[src/rtl/conv_feed_pkg.sv]
// Shared types, width helpers and default geometry for the CONV operand feeder.
package conv_feed_pkg;

    typedef enum logic [1:0] {
        IDLE   = 2'd0,
        ACTIVE = 2'd1,
        DONE   = 2'd2
    } feed_state_e;

    // Counter width able to hold 0..n-1 (never narrower than one bit).
    function automatic int unsigned cnt_w(input int unsigned n);
        return (n <= 1) ? 1 : $clog2(n);
    endfunction

    function automatic int unsigned padded_size(input int unsigned size, input int unsigned pad);
        return size + 2 * pad;
    endfunction

    function automatic int unsigned frame_len(input int unsigned ci, input int unsigned p);
        return ci * p * p;
    endfunction

    function automatic int unsigned wgt_len(input int unsigned co, input int unsigned ci,
                                            input int unsigned k);
        return co * ci * k * k;
    endfunction

    localparam int unsigned DEF_PADDED_SIZE = padded_size(64, 0);
    localparam int unsigned DEF_FRAME_LEN   = frame_len(3, DEF_PADDED_SIZE);
    localparam int unsigned DEF_WGT_LEN     = wgt_len(8, 3, 3);

endpackage

[src/rtl/conv_feed_ctr.sv]
// Wrapping counter 0..MAX with enable, synchronous clear (priority) and a wrap strobe.
module conv_feed_ctr #(
    parameter int unsigned W   = 4,
    parameter int unsigned MAX = 9
) (
    input  logic         clk2,
    input  logic         rst_n,
    input  logic         clr,
    input  logic         en,
    output logic [W-1:0] cnt,
    output logic         wrap_c
);

    logic [W-1:0] cnt_q;
    logic [W-1:0] cnt_d;

    always_comb begin
        cnt_d  = cnt_q;
        wrap_c = en && (cnt_q == W'(MAX));
        if (clr) begin
            cnt_d = '0;
        end else if (en) begin
            cnt_d = wrap_c ? '0 : cnt_q + W'(1);
        end
    end

    always_ff @(posedge clk2 or negedge rst_n) begin
        if (!rst_n) begin
            cnt_q <= '0;
        end else begin
            cnt_q <= cnt_d;
        end
    end

    assign cnt = cnt_q;

endmodule

[src/rtl/conv_operand_feeder.sv]
// IFM / weight operand source for the CONV engine, fed from two 1-cycle-latency SRAMs.
// Zero-border insertion is built only when CONV_PAD_INSERT_EN is defined.
module conv_operand_feeder
    import conv_feed_pkg::*;
#(
    parameter int unsigned IFM_WIDTH    = 8,
    parameter int unsigned WEIGHT_WIDTH = 8,
    parameter int unsigned IFM_SIZE     = 64,
    parameter int unsigned KERNEL_SIZE  = 3,
    parameter int unsigned PAD          = 0,
    parameter int unsigned CI           = 3,
    parameter int unsigned CO           = 8,
    parameter int unsigned IFM_PASSES   = 1,
    parameter int unsigned IFM_AW       = $clog2(CI*IFM_SIZE*IFM_SIZE),
    parameter int unsigned WGT_AW       = $clog2(CO*CI*KERNEL_SIZE*KERNEL_SIZE)
) (
    input  logic                    clk2,
    input  logic                    rst_n,
    input  logic                    start_conv,
    input  logic                    ifm_read,
    input  logic                    wgt_read,
    output logic                    ifm_mem_rd,
    output logic [IFM_AW-1:0]       ifm_mem_addr,
    input  logic [IFM_WIDTH-1:0]    ifm_mem_rdata,
    output logic                    wgt_mem_rd,
    output logic [WGT_AW-1:0]       wgt_mem_addr,
    input  logic [WEIGHT_WIDTH-1:0] wgt_mem_rdata,
    output logic [IFM_WIDTH-1:0]    ifm,
    output logic                    ifm_valid,
    output logic [WEIGHT_WIDTH-1:0] wgt,
    output logic                    wgt_valid,
    output logic                    wgt_wrap,
    output logic                    ifm_done,
    output logic                    busy,
    output logic                    overrun
);

`ifdef CONV_PAD_INSERT_EN
    localparam int unsigned P_EFF = padded_size(IFM_SIZE, PAD);
`else
    localparam int unsigned P_EFF = IFM_SIZE;
`endif
    localparam int unsigned FRAME = frame_len(CI, P_EFF);
    localparam int unsigned WLEN  = wgt_len(CO, CI, KERNEL_SIZE);
    localparam int unsigned PW    = cnt_w(IFM_PASSES);
    localparam int unsigned WW    = cnt_w(WLEN);

    feed_state_e ifm_st_q, ifm_st_d;
    feed_state_e wgt_st_q, wgt_st_d;
    logic        ovr_q, ovr_d;
    logic        ifm_valid_q, ifm_valid_d;
    logic        ifm_inside_q, ifm_inside_d;
    logic        ifm_done_q, ifm_done_d;
    logic        wgt_valid_q, wgt_valid_d;
    logic        wgt_wrap_q, wgt_wrap_d;

    logic              ifm_fetch_c;
    logic              ifm_inside_c;
    logic              frame_wrap_c;
    logic              last_elem_c;
    logic [IFM_AW-1:0] ifm_addr_c;
    logic [PW-1:0]     pass_cnt;
    logic              wgt_fetch_c;
    logic              wgt_last_c;
    logic [WW-1:0]     wgt_addr;

    // A read sharing a cycle with start_conv is dropped.
    assign ifm_fetch_c = ifm_read && !start_conv && (ifm_st_q == ACTIVE);
    assign wgt_fetch_c = wgt_read && !start_conv && (wgt_st_q == ACTIVE);

`ifdef CONV_PAD_INSERT_EN
    localparam int unsigned SW = cnt_w(P_EFF);
    localparam int unsigned CW = cnt_w(CI);

    logic [SW-1:0] col_cnt, row_cnt;
    logic [CW-1:0] ch_cnt;
    logic          col_wrap_c, row_wrap_c;
    logic [31:0]   col_off_c, row_off_c;

    conv_feed_ctr #(.W(SW), .MAX(P_EFF-1)) u_col (.clk2(clk2), .rst_n(rst_n), .clr(start_conv),
        .en(ifm_fetch_c), .cnt(col_cnt), .wrap_c(col_wrap_c));
    conv_feed_ctr #(.W(SW), .MAX(P_EFF-1)) u_row (.clk2(clk2), .rst_n(rst_n), .clr(start_conv),
        .en(col_wrap_c), .cnt(row_cnt), .wrap_c(row_wrap_c));
    conv_feed_ctr #(.W(CW), .MAX(CI-1)) u_ch (.clk2(clk2), .rst_n(rst_n), .clr(start_conv),
        .en(row_wrap_c), .cnt(ch_cnt), .wrap_c(frame_wrap_c));

    // Offsets wrap to huge values left of the border, so one compare covers both sides.
    assign col_off_c    = 32'(col_cnt) - PAD;
    assign row_off_c    = 32'(row_cnt) - PAD;
    assign ifm_inside_c = (col_off_c < IFM_SIZE) && (row_off_c < IFM_SIZE);
    assign ifm_addr_c   = IFM_AW'(32'(ch_cnt) * (IFM_SIZE * IFM_SIZE) + row_off_c * IFM_SIZE + col_off_c);
`else
    localparam int unsigned EW = cnt_w(FRAME);

    logic [EW-1:0] elem_cnt;

    conv_feed_ctr #(.W(EW), .MAX(FRAME-1)) u_elem (.clk2(clk2), .rst_n(rst_n), .clr(start_conv),
        .en(ifm_fetch_c), .cnt(elem_cnt), .wrap_c(frame_wrap_c));

    assign ifm_inside_c = 1'b1;
    assign ifm_addr_c   = IFM_AW'(elem_cnt);

    if (PAD != 0) begin : g_pad_unsupported
        $error("PAD must be 0 unless CONV_PAD_INSERT_EN is defined");
    end
`endif

    conv_feed_ctr #(.W(PW), .MAX(IFM_PASSES-1)) u_pass (.clk2(clk2), .rst_n(rst_n), .clr(start_conv),
        .en(frame_wrap_c), .cnt(pass_cnt), .wrap_c(last_elem_c));

    conv_feed_ctr #(.W(WW), .MAX(WLEN-1)) u_wgt (.clk2(clk2), .rst_n(rst_n), .clr(start_conv),
        .en(wgt_fetch_c), .cnt(wgt_addr), .wrap_c(wgt_last_c));

    // Next-state and registered-output logic for both streams.
    always_comb begin
        ifm_st_d     = ifm_st_q;
        wgt_st_d     = wgt_st_q;
        ovr_d        = ovr_q;
        ifm_valid_d  = ifm_fetch_c;
        ifm_inside_d = ifm_fetch_c && ifm_inside_c;
        ifm_done_d   = last_elem_c;
        wgt_valid_d  = wgt_fetch_c;
        wgt_wrap_d   = wgt_last_c;
        if (start_conv) begin
            ifm_st_d = ACTIVE;
            wgt_st_d = ACTIVE;
            ovr_d    = 1'b0;
        end else if (ifm_read) begin
            if (ifm_st_q == ACTIVE) begin
                if (last_elem_c) begin
                    ifm_st_d = DONE;
                end
            end else begin
                ovr_d = 1'b1;
            end
        end
    end

    always_ff @(posedge clk2 or negedge rst_n) begin
        if (!rst_n) begin
            ifm_st_q     <= IDLE;
            wgt_st_q     <= IDLE;
            ovr_q        <= 1'b0;
            ifm_valid_q  <= 1'b0;
            ifm_inside_q <= 1'b0;
            ifm_done_q   <= 1'b0;
            wgt_valid_q  <= 1'b0;
            wgt_wrap_q   <= 1'b0;
        end else begin
            ifm_st_q     <= ifm_st_d;
            wgt_st_q     <= wgt_st_d;
            ovr_q        <= ovr_d;
            ifm_valid_q  <= ifm_valid_d;
            ifm_inside_q <= ifm_inside_d;
            ifm_done_q   <= ifm_done_d;
            wgt_valid_q  <= wgt_valid_d;
            wgt_wrap_q   <= wgt_wrap_d;
        end
    end

    assign ifm_mem_rd   = ifm_fetch_c && ifm_inside_c;
    assign ifm_mem_addr = ifm_mem_rd ? ifm_addr_c : '0;
    assign wgt_mem_rd   = wgt_fetch_c;
    assign wgt_mem_addr = wgt_mem_rd ? WGT_AW'(wgt_addr) : '0;

    // SRAM data lands the cycle after the strobe; border slots and idle cycles read as 0.
    assign ifm       = ifm_inside_q ? ifm_mem_rdata : '0;
    assign ifm_valid = ifm_valid_q;
    assign ifm_done  = ifm_done_q;
    assign wgt       = wgt_valid_q ? wgt_mem_rdata : '0;
    assign wgt_valid = wgt_valid_q;
    assign wgt_wrap  = wgt_wrap_q;
    assign busy      = (ifm_st_q == ACTIVE);
    assign overrun   = ovr_q;

endmodule

[config.mk]
export PLATFORM = sky130hd
export DESIGN_NAME = conv_operand_feeder
export DESIGN_NICKNAME = d
export VERILOG_FILES = /design/src/rtl/conv_feed_pkg.sv /design/src/rtl/conv_feed_ctr.sv /design/src/rtl/conv_operand_feeder.sv
export SDC_FILE = /design/constraint.sdc
export NUM_CORES = 1
export LEC_CHECK = 0
export ABC_AREA = 1
export BUFFER_PORTS_ARGS = -buffer_cell sky130_fd_sc_hd__buf_4
export CAP_MARGIN = 5
export CORE_UTILIZATION = 50
export DETAILED_ROUTE_END_ITERATION = 12
export GPL_ROUTABILITY_DRIVEN = 0
export PLACE_DENSITY = 0.86
export RECOVER_POWER = 25
export SKIP_LAST_GASP = 1
export SLEW_MARGIN = 0
export SYNTH_ARGS = -nofsm -noshare
export SYNTH_HDL_FRONTEND = slang
export SYNTH_SLANG_ARGS = --single-unit
[constraint.sdc]
create_clock -name clk2 -period 1.5 [get_ports clk2]
set_input_delay 0.075 -clock clk2 [delete_from_list [all_inputs] [get_ports clk2]]
set_output_delay 0.075 -clock clk2 [all_outputs]
set_load 0.1 [all_outputs]
**Yosys cells after proc, flatten, opt, wreduce, memory -nomap -nowiden**

Cells that the tools add are included.

- Flip-flop bits (word level): 31
- Input bits: 21
- Output and inout port bits: 46
- Word-level logic and storage cells: 54

- Add/subtract/negate cells: 3
- Equality and inequality tests: 4
- Multiplexer cells: 20
- Bitwise operators: 1
- Reductions and logical operators: 16

Operators with widths:

| operator | number |
|---|---|
| 14-bit two-way mux | 4 |
| 8-bit two-way mux | 6 |
| 14-bit by 1-bit adder with 14-bit output, second input constant | 1 |
| 14-bit == test, second input constant | 1 |
| 2-bit nonzero test | 6 |
| 8-bit by 1-bit adder with 8-bit output, second input constant | 1 |
| 8-bit == test, second input constant | 1 |
| 2-bit two-way mux | 4 |
| 1-bit logical AND | 7 |
| 1-bit two-way mux | 6 |
| 3-bit AND reduction | 1 |
| 2-bit by 1-bit == test with 1-bit output, second input constant | 1 |
| 2-bit inequality test, second input constant | 1 |
| 2-bit AND reduction | 1 |
| 1-bit adder, second input constant | 1 |
| 1-bit logical NOT | 1 |
| 1-bit inverter | 1 |

**Logic depth before layout (Yosys ltp)**

Gate-level depths: netlist (run 1).

- Depth in word-level cells: 9
- Gate-level depth with buffers: 8
- Mapped depth without buffers: 8

**By module**

From an unflattened synthesis (run 1), not the netlist that was laid out.

- Cells, all modules: 291
- Area, all modules: 2005.7 um2

By module, submodules not included:

| module | times used | cells an instance | area each (um2) | seq. area each (um2) |
|---|---|---|---|---|
| conv_feed_ctr at u_elem | 1 | 113 | 828.3 | 350.3 |
| conv_operand_feeder | 1 | 104 | 631.9 | 200.2 |
| conv_feed_ctr at u_wgt | 1 | 69 | 503.0 | 200.2 |
| conv_feed_ctr at u_pass | 1 | 5 | 42.5 | 25.0 |

**Least setup slack after synthesis (run 1)**

Ideal clock, no wire load.

- Kind: register to output
- From: reg ifm_st_q[1]
- To: out ifm_mem_addr[10]
- Data arrival time: 2034 ps
- Required time: 1425 ps
- Setup slack: -609 ps
- Stages on the path, launching flop included: 5
- Buffers on the path: 1
- Cells stage by stage: dfrtp_1 -> inv_1 -> nand4_4 -> buf_2 -> nor2_1

- Longest elaborated chain between the ends: 3

RTL lines:

| element | line | source |
|---|---|---|
| start: declaration | conv_operand_feeder.sv:48 | `feed_state_e ifm_st_q, ifm_st_d;` |
| start signal: assignment | conv_operand_feeder.sv:150 | `ifm_st_q <= ifm_st_d;` |
| 2-bit by 1-bit == test with 1-bit output | conv_operand_feeder.sv:68 | `assign ifm_fetch_c = ifm_read && !start_conv && (ifm_st_q == ACTIVE);` |
| 1-bit logical AND | conv_operand_feeder.sv:68 |  |
| 14-bit two-way mux | conv_operand_feeder.sv:162 | `assign ifm_mem_addr = ifm_mem_rd ? ifm_addr_c : '0;` |
| end: declaration | conv_operand_feeder.sv:23 | `output logic [IFM_AW-1:0] ifm_mem_addr,` |

No other way between the ends.

**Worst setup path in the final report (run 1)**

- From: reg ifm_st_q[1]
- To: out ifm_mem_addr[11]

The elaborated chain is that of the path after synthesis.

==> key figures, run 1 <==
Status
  – Status: complete, but fails checks
  – Failing checks: setup timing

Clocking
  – CTS tree: yes
  – Clock transition at path regs: 0.06 ns
  – H-tree depth: 2
  – Clock Latency Late Sink: 0.29 ns
  – Clock Tree Root: clkbuf_8
  – Num CTS Buffers: 5
  – Longest Clk Path Bufs: 2
  – Clock Sinks: 31

Floorplan
  – Core area: 3660 um^2
  – I/O pin total: 67
  – Starting density of the core: 52.3%
  – Die W: 63.9 um
  – Die area: 4080 um^2
  – Row count: 22
  – Die Height: 63.9 um

Setup path
  – WS Path Type: register to output pin
  – Worst r2r path cells: 9
  – R2R Path Start: u_elem.cnt[1]
  – FF-to-FF End: ifm_st_q[0]
  – Arrival @ worst endpoint: 1.48 ns
  – WP data required: 1.42 ns
  – Max FO, Critical Path: 7
  – Crit path capture type: output pin
  – R2r setup slk: 0.09 ns
  – Startpoint types: register

Route
  – # DRC: 0
  – Post-Route WL: 5080 um
  – Detailed Route Iter0 Violations: 74
  – 1st-pass router iterations: 4
  – Vias: 2,007
  – Final ANT Viol Nets: 0
  – Via/cell ratio: 5.00
  – Routed WL per cell: 12.7 um

Yosys
  – Post-Syn Instances: 271
  – Post-synth EDFFs: 0
  – Synth Register Bits: 31
  – Syn_nets: 294
  – Mapped Area: 1910 um^2
  – Post-synth ARST share: 100%
  – Post-Syn Area per Cell: 7.06 um^2
  – Most common cell in the netlist: nand2_1
  – Sequential share of the synthesized area: 40.5%
  – Cell accounting for the most synthesized area: dfrtp_1
  – Share of the synthesized area in the top cell type: 40.5%
  – Most common flop cell mapped by yosys: dfrtp_1
  – Count of cell types in the netlist: 29
  – Synth cell count leaders: 62 x nand2_1, 56 x inv_1, 45 x nor2_1, 31 x dfrtp_1, 16 x nand3_1
  – Ys Warns: 0
  – Synth top area cells: dfrtp_1 41%, nand2_1 12%, inv_1 11%, nor2_1 8.8%, nand3_1 4.2%

GRT
  – Gr ovfl total: 0
  – Initial antenna violation count: 0
  – Total track usage: 26.9%
  – Vias in the first global route: 1,946
  – Largest net degree at the start of global routing: 32
  – First-pass GRT wire length: 8430 um

Cells and area
  – Area grow syn2layout: 55.7%
  – Layout cells sized above 1: 41.4%
  – NumNets Final: 376
  – Antenna diode count: 0
  – Final Non-Filler Cells: 401

Timing
  – Fmax: 0.645 GHz
  – Final Hold Slack: 0.0397 ns
  – Final-report hold violation count: 0
  – Final Setup Violations: 11
  – Worst slew pin tran: 0.761 ns
  – Final Critical Period: 1.55 ns
  – Setup TNS: -0.319 ns
  – Clk_skew: 0.00723 ns
  – Slew Limit Fails: 0
  – RSZ-0062 raised after global routing: yes
  – Period utilization: 103%
  – Setup WS post-layout: -0.0515 ns
  – Rel. slew slack: 49.3%

Hold path
  – Hold Path Sink: overrun
  – Hold Crit Start: start_conv
  – Min-delay worst type: primary input to register
  – Hold Crit Depth: 2

Placement
  – Port-buffer cells: 66
  – Dpl hpwl: 3460 um
  – Dpl cells: 388

Power
  – Static Leak: 1.34 nW
  – PD cells: 683 nW/um^2
  – Peak VDD IR: 0.000719 V

Job
  – Max-Cap Viols: 0
==> metal layers <==
layer / vias to the layer above / track usage (%) / routed length, um
li1: 996 / - / -
met1: 935 / 29.9 / 2070
met2: 63 / 45.9 / 2600
met3: 13 / 7.86 / 293
met4: 0 / 15.1 / 115
met5: - / 0 / 0
==> cell families (layout without fill, tap and decap cells) <==
kind of cell	after synthesis	after routing	synth area share (%)
AND/OR/NAND/NOR	148	148	35.6
buffers and inverters	64	146	13.3
flip-flops	31	31	40.5
AO/OA/AOI/OAI	19	19	6.02
XOR/XNOR	7	7	3.20
adder cells (fa/ha/maj)	2	2	1.31
==> power breakdown <==
group          internal (W)  switching, W  total [W]
Combinational      0.000139      0.000390   0.000528
Sequential         0.000863     0.0000294   0.000892
Clock              0.000319      0.000295   0.000614
Total               0.00132      0.000714    0.00203
==> layout by cell type (no fill, tap or decap), types with 3 or more instances in the layout <==
master / count
nor2_4: 14
buf_12: 11
inv_2: 4
nand3_1: 15
a21oi_1: 4
xor2_1: 7
nor3_1: 3
nor2_2: 11
nand2_1: 61
nand4_1: 10
buf_6: 5
o21ai_0: 6
o21ai_1: 4
nand2_2: 3
inv_1: 38
clkinvlp_4: 16
clkbuf_8: 5
buf_4: 60
nor2_1: 25
dfrtp_1: 29
==> stage by stage <==
stage | utilization [%] | worst slack [ns] | cell area (um^2) | power [W]
after CTS | 79.7 | -0.0485 | 2920 | 0.00204
after detailed placement | 72.8 | 0.0537 | 2660 | 0.00142
after global placement | 72.8 | 0.122 | 2660 | 0.00141
final | 81.4 | -0.0515 | 2980 | 0.00203
after global routing | 81.4 | -0.106 | 2980 | 0.00211
after floorplan | - | -0.429 | 2080 | 0.00128
==> sequential cells by signal, indices dropped and copies added (netlist names) <==
register / count
wgt_st_q: 1
ifm_st_q: 2
ifm_done: 1
ifm_inside_q: 1
u_elem.cnt: 14
wgt_wrap: 1
wgt_valid: 1
overrun: 1
u_pass.cnt: 1
u_wgt.cnt: 8
==> repair_timing <==
action,in CTS,in global routing
resized for setup,37,11
setup endpoints to repair,12,31
hold endpoints to repair,31,0
buffers inserted,2,3
pin swaps,2,3
hold buffers,1,0
==> area by class of cell <==
class	count	area (um^2)
Multi-Input combinational cell	176	1020
Clock buffer	7	76.3
Sequential cell	31	778
Fill cell	252	682
Tap cell	48	60.1
Inverter	60	290
Timing Repair Buffer	79	757
==> critical path, stage by stage, from the launching register on <==
cell	delay, ns
dfrtp_1	0.38
inv_2	0.08
nand4_4	0.21
buf_8	0.23
nor2_4	0.11
buf_12	0.18
==> worst max path at each step <==
stage / slack [ns] / startpoint / cells after the start / endpoint
floorplan: -0.43 / ifm_st_q[1] / 3 / ifm_mem_addr[1]
global placement: 0.12 / u_elem.cnt[1] / 8 / u_elem.cnt[12]
detailed placement: 0.05 / u_elem.cnt[1] / 9 / ifm_st_q[0]
CTS: -0.05 / ifm_st_q[1] / 5 / ifm_mem_addr[10]
global route: -0.11 / ifm_st_q[1] / 5 / ifm_mem_addr[11]
finish: -0.05 / ifm_st_q[1] / 5 / ifm_mem_addr[11]
Note: power is estimated with default switching activity, not from simulation.
==> run 2, diff against run 1 <==
==> constraint.sdc (replaced) <==
create_clock -name clk2 -period 1.65 [get_ports clk2]
set_input_delay 0.0825 -clock clk2 [delete_from_list [all_inputs] [get_ports clk2]]
set_output_delay 0.0825 -clock clk2 [all_outputs]
set_load 0.1 [all_outputs]
==> key figures, run 2 (synthesis gave the netlist of run 1 again) <==
Clocking
  – Clock Latency Late Sink: 0.29 ns
  – Clock transition at path regs: 0.06 ns
  – CTS tree: yes
  – Number of setup buffers added after CTS: 0
  – Clock Sinks: 31
  – Longest Clk Path Bufs: 2
  – Num CTS Buffers: 5
  – H-tree depth: 2
  – Clock Tree Root: clkbuf_8

Cells and area
  – Area grow syn2layout: 40.7%
  – Max reg flops: 14
  – Most common cell after layout, fill and taps aside: nand2_1
  – Most frequent cells in the layout: 62 x nand2_1, 58 x buf_4, 38 x inv_1, 38 x nor2_1, 29 x dfrtp_1
  – Layout cells sized above 1: 35.4%
  – Fillers: 304
  – Design area: 2690 um^2
  – NumNets Final: 367
  – Antenna diode count: 0

Setup path
  – Crit path capture type: output pin
  – Max stage delay on crit path: 0.54 ns
  – Delay-heaviest family, CP: flip-flops
  – R2r setup slk: 0.18 ns
  – Slowest cell on crit path: dfrtp_1
  – R2R Path Start: u_elem.cnt[1]
  – Worst r2r path cells: 8
  – WP data required: 1.57 ns
  – Max FO, Critical Path: 7
  – Startpoint types: register
  – Critical path buffer and inverter count: 1
  – WS Path Type: register to output pin
  – Arrival @ worst endpoint: 1.53 ns
  – Critical Path, Cell by Cell: nand4_4, nor2_1, buf_6
  – FF-to-FF End: u_elem.cnt[6]

Timing
  – Setup TNS: 0 ns
  – Slew Limit Fails: 0
  – Final Setup Violations: 0
  – Fmax: 0.621 GHz
  – Period utilization: 97.5%
  – Rel. slew slack: 49.7%
  – Worst slew pin tran: 0.755 ns
  – Clk_skew: 0.00736 ns
  – Final-report hold violation count: 0
  – RSZ-0062 raised after global routing: no
  – Final Critical Period: 1.61 ns

GRT
  – Initial antenna violation count: 0
  – Largest net degree at the start of global routing: 32
  – Total track usage: 24.4%
  – First-pass GRT wire length: 7690 um
  – Gr ovfl total: 0
  – Vias in the first global route: 1,827

Floorplan
  – I/O pin total: 67
  – Row count: 22
  – Starting density of the core: 52.3%
  – Die area: 4080 um^2
  – Die W: 63.9 um
  – Core area: 3660 um^2
  – Die Height: 63.9 um

Route
  – Vias: 2,003
  – # DRC: 0
  – Final ANT Viol Nets: 0
  – Routed WL per cell: 12.4 um
  – 1st-pass router iterations: 4
  – Via/cell ratio: 5.10
  – Detailed Route Iter0 Violations: 109
  – Post-Route WL: 4870 um

Power
  – Static Leak: 1.27 nW
  – Switching share of power: 35.5%
  – Gate power share: 24.9%
  – Tot Pwr: 0.00185 W
  – Seq pwr share: 43.6%
  – Peak VDD IR: 0.000609 V
  – Cell-internal power: 0.00119 W
  – PD cells: 687 nW/um^2
  – Clock Power Share: 31.5%
  – Net switching power: 0.000656 W

Placement
  – Port-buffer cells: 66
  – Dpl hpwl: 3440 um
  – DP Area: 2540 um^2

Job
  – Max-Cap Viols: 0

Hold path
  – Min-delay worst type: primary input to register
  – Hold Crit Depth: 2
  – Hold Crit Start: start_conv
  – Hold Path Sink: overrun

Status
  – Status: finished, final reports clean
==> run 2: final cells by class <==
cell class                 instances  area (um^2)  area share, %
clock buffer                       6         72.6           2.70
clock inverter                     2         12.5          0.465
inverter                          60          290           10.8
multi-input combinational        177          927           34.4
sequential                        31          778           28.9
tap                               48         60.1           2.23
timing repair buffer              69          552           20.5
==> run 2: metrics by stage <==
step | std cells | setup slack [ns] | hold WS [ns] | utilization [%]
floorplan | 271 | -0.466 | -0.213 | -
global placement | 383 | 0.262 | 0.0372 | 69.4
detailed placement | 383 | 0.206 | 0.0283 | 69.4
CTS | 392 | -0.0130 | 0.0358 | 72.4
global route | 393 | 0.0153 | 0.0460 | 73.5
finish | 393 | 0.0406 | 0.0410 | 73.5
==> run 2: per-layer routing <==
layer / global-route usage (%) / part of all wire [%] / vias up
met5: 0 / 0 / -
met4: 11.1 / 2.1 / 0
met3: 7.86 / 9.9 / 12
met2: 40.3 / 49 / 93
met1: 28.8 / 39 / 921
li1: - / - / 977
==> run 2: repair_timing <==
item | CTS | global route
hold buffers | 1 | 0
endpoints found under the setup margin | 4 | 15
gates resized for setup | 5 | 8
hold endpoints to repair | 31 | 0
gates cloned | 0 | 1
==> run 2: power by group through the flow <==
stage          Combinational [W]  Clock (W)  Sequential (W)
2_1_floorplan           0.000322          0        0.000832
3_3_place_gp            0.000448          0        0.000820
3_5_place_dp            0.000453          0        0.000821
4_1_cts                 0.000457   0.000591        0.000807
5_1_grt                 0.000486   0.000625        0.000810
6_report                0.000461   0.000582        0.000807
==> run 2: how the worst max path moves through the flow <==
stage / start / to / slack (ns) / depth (start not counted)
floorplan: ifm_st_q[1] / ifm_mem_addr[10] / -0.47 / 4
global placement: u_elem.cnt[1] / u_elem.cnt[12] / 0.26 / 8
detailed placement: u_elem.cnt[1] / u_elem.cnt[11] / 0.21 / 8
CTS: ifm_st_q[1] / ifm_mem_addr[13] / -0.01 / 4
global route: ifm_st_q[0] / ifm_mem_addr[8] / 0.02 / 3
finish: ifm_st_q[0] / ifm_mem_addr[8] / 0.04 / 3
